==> src/rtl/ft245_tx_writer.sv <==
// FT245 write-side sequencer: pops one byte from the transmit FIFO and drives
// the data / WR strobe / hold / recovery cycle on the FT245 pins.
module ft245_tx_writer #(
  parameter int data_width     = 8,
  parameter int setup_cycles   = 1,
  parameter int pulse_cycles   = 2,
  parameter int hold_cycles    = 1,
  parameter int recover_cycles = 3,
  parameter int count_width    = 16
) (
  input  logic                   clk,
  input  logic                   reset,
  input  logic                   fifo_empty,
  output logic                   fifo_rd_en,
  input  logic [data_width-1:0]  fifo_rd_data,
  input  logic                   ft_txe_n,
  output logic                   ft_wr,
  output logic [data_width-1:0]  ft_data,
  output logic                   ft_data_oe,
  output logic                   busy,
  output logic [count_width-1:0] byte_count
);

  localparam int max_ab  = (setup_cycles > pulse_cycles) ? setup_cycles : pulse_cycles;
  localparam int max_cd  = (hold_cycles > recover_cycles) ? hold_cycles : recover_cycles;
  localparam int max_cyc = (max_ab > max_cd) ? max_ab : max_cd;
  localparam int cnt_w   = (max_cyc > 1) ? $clog2(max_cyc) : 1;

  localparam logic [cnt_w-1:0] setup_load   = cnt_w'(setup_cycles - 1);
  localparam logic [cnt_w-1:0] pulse_load   = cnt_w'(pulse_cycles - 1);
  localparam logic [cnt_w-1:0] hold_load    = cnt_w'(hold_cycles - 1);
  localparam logic [cnt_w-1:0] recover_load = cnt_w'(recover_cycles - 1);

  // IDLE wait | POP rd_en | LATCH capture | SETUP data | STROBE wr | HOLD data | RECOVER bus off
  typedef enum logic [2:0] {
    IDLE, POP, LATCH, SETUP, STROBE, HOLD, RECOVER
  } state_t;

  state_t           state;
  logic [cnt_w-1:0] cnt;
  logic             txe_meta_n;
  logic             txe_sync_n;

  always_ff @(posedge clk) begin
    if (reset) begin
      state      <= IDLE;
      cnt        <= '0;
      txe_meta_n <= 1'b1;
      txe_sync_n <= 1'b1;
      fifo_rd_en <= 1'b0;
      ft_wr      <= 1'b0;
      ft_data    <= '0;
      ft_data_oe <= 1'b0;
      busy       <= 1'b0;
      byte_count <= '0;
    end else begin
      txe_meta_n <= ft_txe_n;
      txe_sync_n <= txe_meta_n;
      fifo_rd_en <= 1'b0;
      case (state)
        IDLE: begin
          if (!fifo_empty && !txe_sync_n) begin
            state      <= POP;
            fifo_rd_en <= 1'b1;
            busy       <= 1'b1;
          end
        end
        POP: state <= LATCH;
        LATCH: begin
          ft_data    <= fifo_rd_data;
          ft_data_oe <= 1'b1;
          cnt        <= setup_load;
          state      <= SETUP;
        end
        SETUP: begin
          if (cnt == '0) begin
            ft_wr <= 1'b1;
            cnt   <= pulse_load;
            state <= STROBE;
          end else begin
            cnt <= cnt - cnt_w'(1);
          end
        end
        STROBE: begin
          if (cnt == '0) begin
            ft_wr      <= 1'b0;
            byte_count <= byte_count + count_width'(1);
            cnt        <= hold_load;
            state      <= HOLD;
          end else begin
            cnt <= cnt - cnt_w'(1);
          end
        end
        HOLD: begin
          if (cnt == '0) begin
            ft_data_oe <= 1'b0;
            cnt        <= recover_load;
            state      <= RECOVER;
          end else begin
            cnt <= cnt - cnt_w'(1);
          end
        end
        RECOVER: begin
          // TXE# deliberately not looked at; the synchroniser refills meanwhile
          if (cnt == '0) begin
            busy  <= 1'b0;
            state <= IDLE;
          end else begin
            cnt <= cnt - cnt_w'(1);
          end
        end
        default: begin
          state      <= IDLE;
          ft_wr      <= 1'b0;
          ft_data_oe <= 1'b0;
          busy       <= 1'b0;
        end
      endcase
    end
  end

endmodule

==> config.mk <==
export PLATFORM = sky130hd
export DESIGN_NAME = ft245_tx_writer
export DESIGN_NICKNAME = d
export VERILOG_FILES = /design/src/rtl/ft245_tx_writer.sv
export SDC_FILE = /design/constraint.sdc
export NUM_CORES = 1
export LEC_CHECK = 0
export CAP_MARGIN = 20
export CORE_MARGIN = 2
export CORE_UTILIZATION = 45
export DETAILED_ROUTE_END_ITERATION = 10
export DONT_BUFFER_PORTS = 1
export SYNTH_ARGS = -nofsm -noshare
export SYNTH_HDL_FRONTEND = slang
export SYNTH_SLANG_ARGS = --single-unit
==> constraint.sdc <==
create_clock -name clk -period 3.95 [get_ports clk]
set_input_delay 0.79 -clock clk [delete_from_list [all_inputs] [get_ports clk]]
set_output_delay 0.79 -clock clk [all_outputs]
set_load 0.01 [all_outputs]
## Word-level counts from Yosys, hierarchy flattened

Cells that the tools add are included.

| word-level totals | value |
|---|---|
| input bits | 12 |
| output and inout bits | 28 |
| register bits | 35 |
| logic and storage cells | 62 |

| operators by class | value |
|---|---|
| add/subtract/negate cells | 2 |
| muxes and demuxes | 18 |
| reduce and logical (&&, ||, !) cells | 16 |
| bitwise gates (word level) | 4 |
| eq/ne operators | 12 |

Operators with widths:

| kind | number |
|---|---|
| 3-bit case mux with 7 select lines | 1 |
| 16-bit by 1-bit adder with 16-bit output, second input constant | 1 |
| 3-bit 2-to-1 mux | 5 |
| 5-bit OR reduction | 3 |
| 2-bit != test, second input constant | 6 |
| 2-bit case mux with 5 select lines | 1 |
| 3-bit equality test, second input constant | 3 |
| 1-bit case mux with 3 select lines | 3 |
| 2-bit 2-to-1 mux | 4 |
| 3-bit by 2-bit equality test with 1-bit output, second input constant | 2 |
| 2-bit AND reduction | 3 |
| 3-bit AND reduction | 2 |
| 5-bit AND reduction | 1 |
| 5-bit nonzero test | 1 |
| 1-bit 2-to-1 mux | 4 |
| 1-bit NOT | 4 |
| 3-bit by 1-bit equality test with 1-bit output, second input constant | 1 |
| 3-bit logical NOT | 1 |
| 1-bit logical NOT | 2 |
| 2-bit logical NOT | 1 |
| 2-bit OR reduction | 1 |
| 2-bit by 1-bit subtractor with 2-bit output, second input constant | 1 |
| 1-bit logical AND | 1 |

## Longest topological paths before layout

| depth | value |
|---|---|
| depth after elaboration | 4 |
| mapped depth | 7 |
| gate-level depth less buffers | 6 |

## Least setup slack after synthesis

No wires, ideal clock.

| timing | value |
|---|---|
| kind | register -> register |
| start point | register cnt[0] |
| end point | register byte_count[13] |
| data required time | 3829 ps |
| path buffers | 0 |
| data arrival time | 1700 ps |
| cell stages (with the launch flop) | 7 |
| period minus slack after synthesis | 1820 ps |
| slack | 2130 ps |
| setup time | 121 ps |
| path through | dfxtp_1 > inv_1 > ha_1 > nand4bb_4 > nor4_1 > and4_1 > mux2_2 |

| on the way | value |
|---|---|
| longest elaborated chain between the ends | 2 |

RTL lines:

| element | RTL line | source |
|---|---|---|
| start, declared | 40 | `logic [cnt_w-1:0] cnt;` |
| start signal, assigned | 72 | `cnt <= setup_load;` |
| start signal, assigned | 78 | `cnt <= pulse_load;` |
| start signal, assigned | 81 | `cnt <= cnt - cnt_w'(1);` |
| 2-bit logical NOT | 85 | `if (cnt == '0) begin` |
| 2-bit AND reduction (no line) | -- |  |
| end signal, assigned | 87 | `byte_count <= byte_count + count_width'(1);` |
| end, declared | 21 | `output logic [count_width-1:0] byte_count` |

Every way passes these cells.
A chain may end at the register's enable or synchronous reset.

## Worst setup path after layout

Same ends and word-level chain as after synthesis.

==> metrics <==
outcome=finished clean; WL/cell=12.7 um; Compound-Gate Fraction of Synth Area=13.5%; vias in the first global route=1141; largest net degree at the start of global routing=37; critical path arrival=2420 ps; maximum VDD drop=0.183 mV; Synth top area share=43.0%; sequential share of power=55.9%; Synth Instances=194; Slew Limit Fails=0; final wirelength=2990 um; Area after DPL=1620 um^2; Crit Path Max Fanout=11; Crit. End Element=register; Post-layout nets=206; Worst EP required=4190 ps; Num CTS Buffers=5; WS Path Type=reg2reg; Fmax=459 MHz; DR pass1 iterations=4; sequential-to-total area share from yosys stat=43.0%; cell taking the most area after synthesis=dfxtp_1; Max Root-Sink Buffers=2; antenna-violating nets left=0; die width=64.1 um; synthesized net count=211; fin cells=236; fraction of layout instances using a drive strength above 1=8.95%; Pint=0.000511 W; Slew Limit Headroom=61.4%; Leak Pwr=0.586 nW; Via density=5.36; Synth area leaders=dfxtp_1, nand2_1, a21oi_1; post-synth cell types=38; DRC errors left=0; crit share post-route=55.2%; combinational power share=5.4%; H-tree depth=2; post-synthesis xor/xnor area fraction=5.92%; design area=1710 um^2; # diodes=0; clk slew on worst S/H paths=110 ps; PD cells=393 nW/um^2; drt initial violations=83; Core Area=3420 um^2; setup TNS=0 ps; initial core utilization=47.7%; total gr overflow=0; hpwl dp=2050 um; Setup Fix Bufs, Post-CTS=0; post-CTS resize count=0; clock root buffer=clkbuf_4; Net Sw Frac=23.7%; initial antenna violation count=0; clk sink count=35; CTS tree=yes; Die Ht=64.1 um; row count=21; average size of a mapped cell=8.39 um^2; Synth Cell Area=1630 um^2; Die ar.=4110 um^2; Hold Violations, Final=0; Min-Delay Path Class=reg2reg; worst hold slack=426 ps; Post-CTS Hold Buffers=0; clock network power share=38.7%; vias=1266; Worst Max-Slew Pin Slew=574 ps; Final GP Congestion=0.747; I/O Buffers=0; Net Switching=0.000159 W; GRT Total Usage=15.9%; Simple-Gate Fraction of Synth Area=26.3%; unrepaired setup endpoints after global routing=no; warnings from Yosys=0; worst-skew pair later-pin latency=340 ps; crit path launch type=register; multiplexer share of the synthesized area=2.00%; synthesized flop and latch total=35; boundary pin count=40; area grow syn2layout=4.77%; dpl cells=228; largest family of logic cells by synthesized area=simple AND/OR/NAND/NOR gates; clock skew=4.38 ps; setup violators final=0; Max-Cap Viols=0; global-route wire length before repair=5060 um; Synth Area in Adders=3.84%; minimum clock period=2180 ps
-- registers in the layout, indices dropped and copies added (netlist names) --
name,flops
ft_data_oe,1
byte_count,16
cnt,2
state,3
fifo_rd_en,1
txe_meta_n,1
busy,1
ft_wr,1
txe_sync_n,1
ft_data,8
-- cells in the final DEF, fill, tap and decap left out, types with 2 or more instances in the layout --
| cell type | netlist | routed |
|---|---|---|
| xor2_1 | 2 | 2 |
| a21o_1 | 2 | 2 |
| xnor2_1 | 9 | 9 |
| nor3_1 | 6 | 6 |
| inv_1 | 7 | 7 |
| nor3b_1 | 2 | 2 |
| o21ai_0 | 6 | 6 |
| nand4_1 | 2 | 2 |
| nor2b_1 | 2 | 2 |
| nor4_1 | 3 | 3 |
| mux2_2 | 2 | 2 |
| nand3_1 | 5 | 5 |
| nor2_1 | 23 | 23 |
| or2_2 | 3 | 3 |
| clkbuf_4 | 0 | 5 |
| a21oi_1 | 20 | 20 |
| a31o_2 | 2 | 2 |
| nand2_1 | 30 | 30 |
| ha_1 | 5 | 5 |
| dfxtp_1 | 35 | 35 |
| a2111oi_0 | 2 | 2 |
-- power groups by stage --
stage,Clock (W),Sequential [W],Combinational [W]
6_report,0.000259,0.000375,0.0000361
5_1_grt,0.000281,0.000376,0.0000424
2_1_floorplan,0,0.000377,0.0000413
4_1_cts,0.000268,0.000375,0.0000365
3_3_place_gp,0,0.000382,0.0000362
3_5_place_dp,0,0.000383,0.0000363
-- metrics by stage --
step | util, % | worst slack (ps) | total power (W)
after detailed placement | 47.5 | 1780 | 0.000419
after global placement | 47.5 | 1860 | 0.000419
after floorplan | - | 2130 | 0.000418
final | 49.9 | 1770 | 0.000670
after global routing | 49.9 | 1560 | 0.000699
after CTS | 49.9 | 1770 | 0.000680
-- cells by family after synthesis --
logic type	Yosys count
compound gates	37
xor+xnor	11
fa+ha+maj	5
buf+inv	19
flops	35
mux	3
simple gates	84
-- metal layers --
layer	part of all wire, %	global-route usage (%)	vias up
li1	-	-	651
met1	46	19.6	572
met2	45	24.3	37
met3	7.7	6.69	6
met4	1.7	6.91	0
met5	0	0	-
-- Yosys cell counts (all sizes together) --
cell type	number
a2111oi	2
a211o	1
a211oi	1
a21o	2
a21oi	20
a2bb2oi	1
a31o	2
and2	1
and3	1
and4	1
buf	4
clkbuf	8
dfxtp	35
ha	5
inv	7
mux2	2
mux2i	1
nand2	30
nand3	5
nand4	2
nand4bb	1
nor2	23
nor2b	2
nor3	6
nor3b	2
nor4	4
nor4bb	1
o211ai	1
o21ai	6
o21bai	1
or2	3
or3b	1
or4	1
xnor2	9
xor2	2
-- final timing paths --
check	startpoint	to	slack (ps)	cells after the start
worst min-delay path	txe_meta_n	txe_sync_n	430	1
worst max register to register	cnt[0]	byte_count[13]	1770	6
worst min register to register	txe_meta_n	txe_sync_n	430	1
worst max-delay path	cnt[0]	byte_count[13]	1770	6
-- area by class of cell --
class                      instances  area [um^2]
clock buffer                       5         37.5
fill                             329         1710
sequential                        35          701
tap                               46         57.6
clock inverter                     3         43.8
inverter                           7         26.3
multi-input combinational        140          840
-- critical path, cell delays in order (launching register included) --
cell and delay (ps):
dfxtp_1 360, inv_1 120, ha_1 280, nand4bb_4 230, nor4_1 510, and4_1 260
mux2_2 320
No activity file was read; power rests on OpenSTA's default activity.
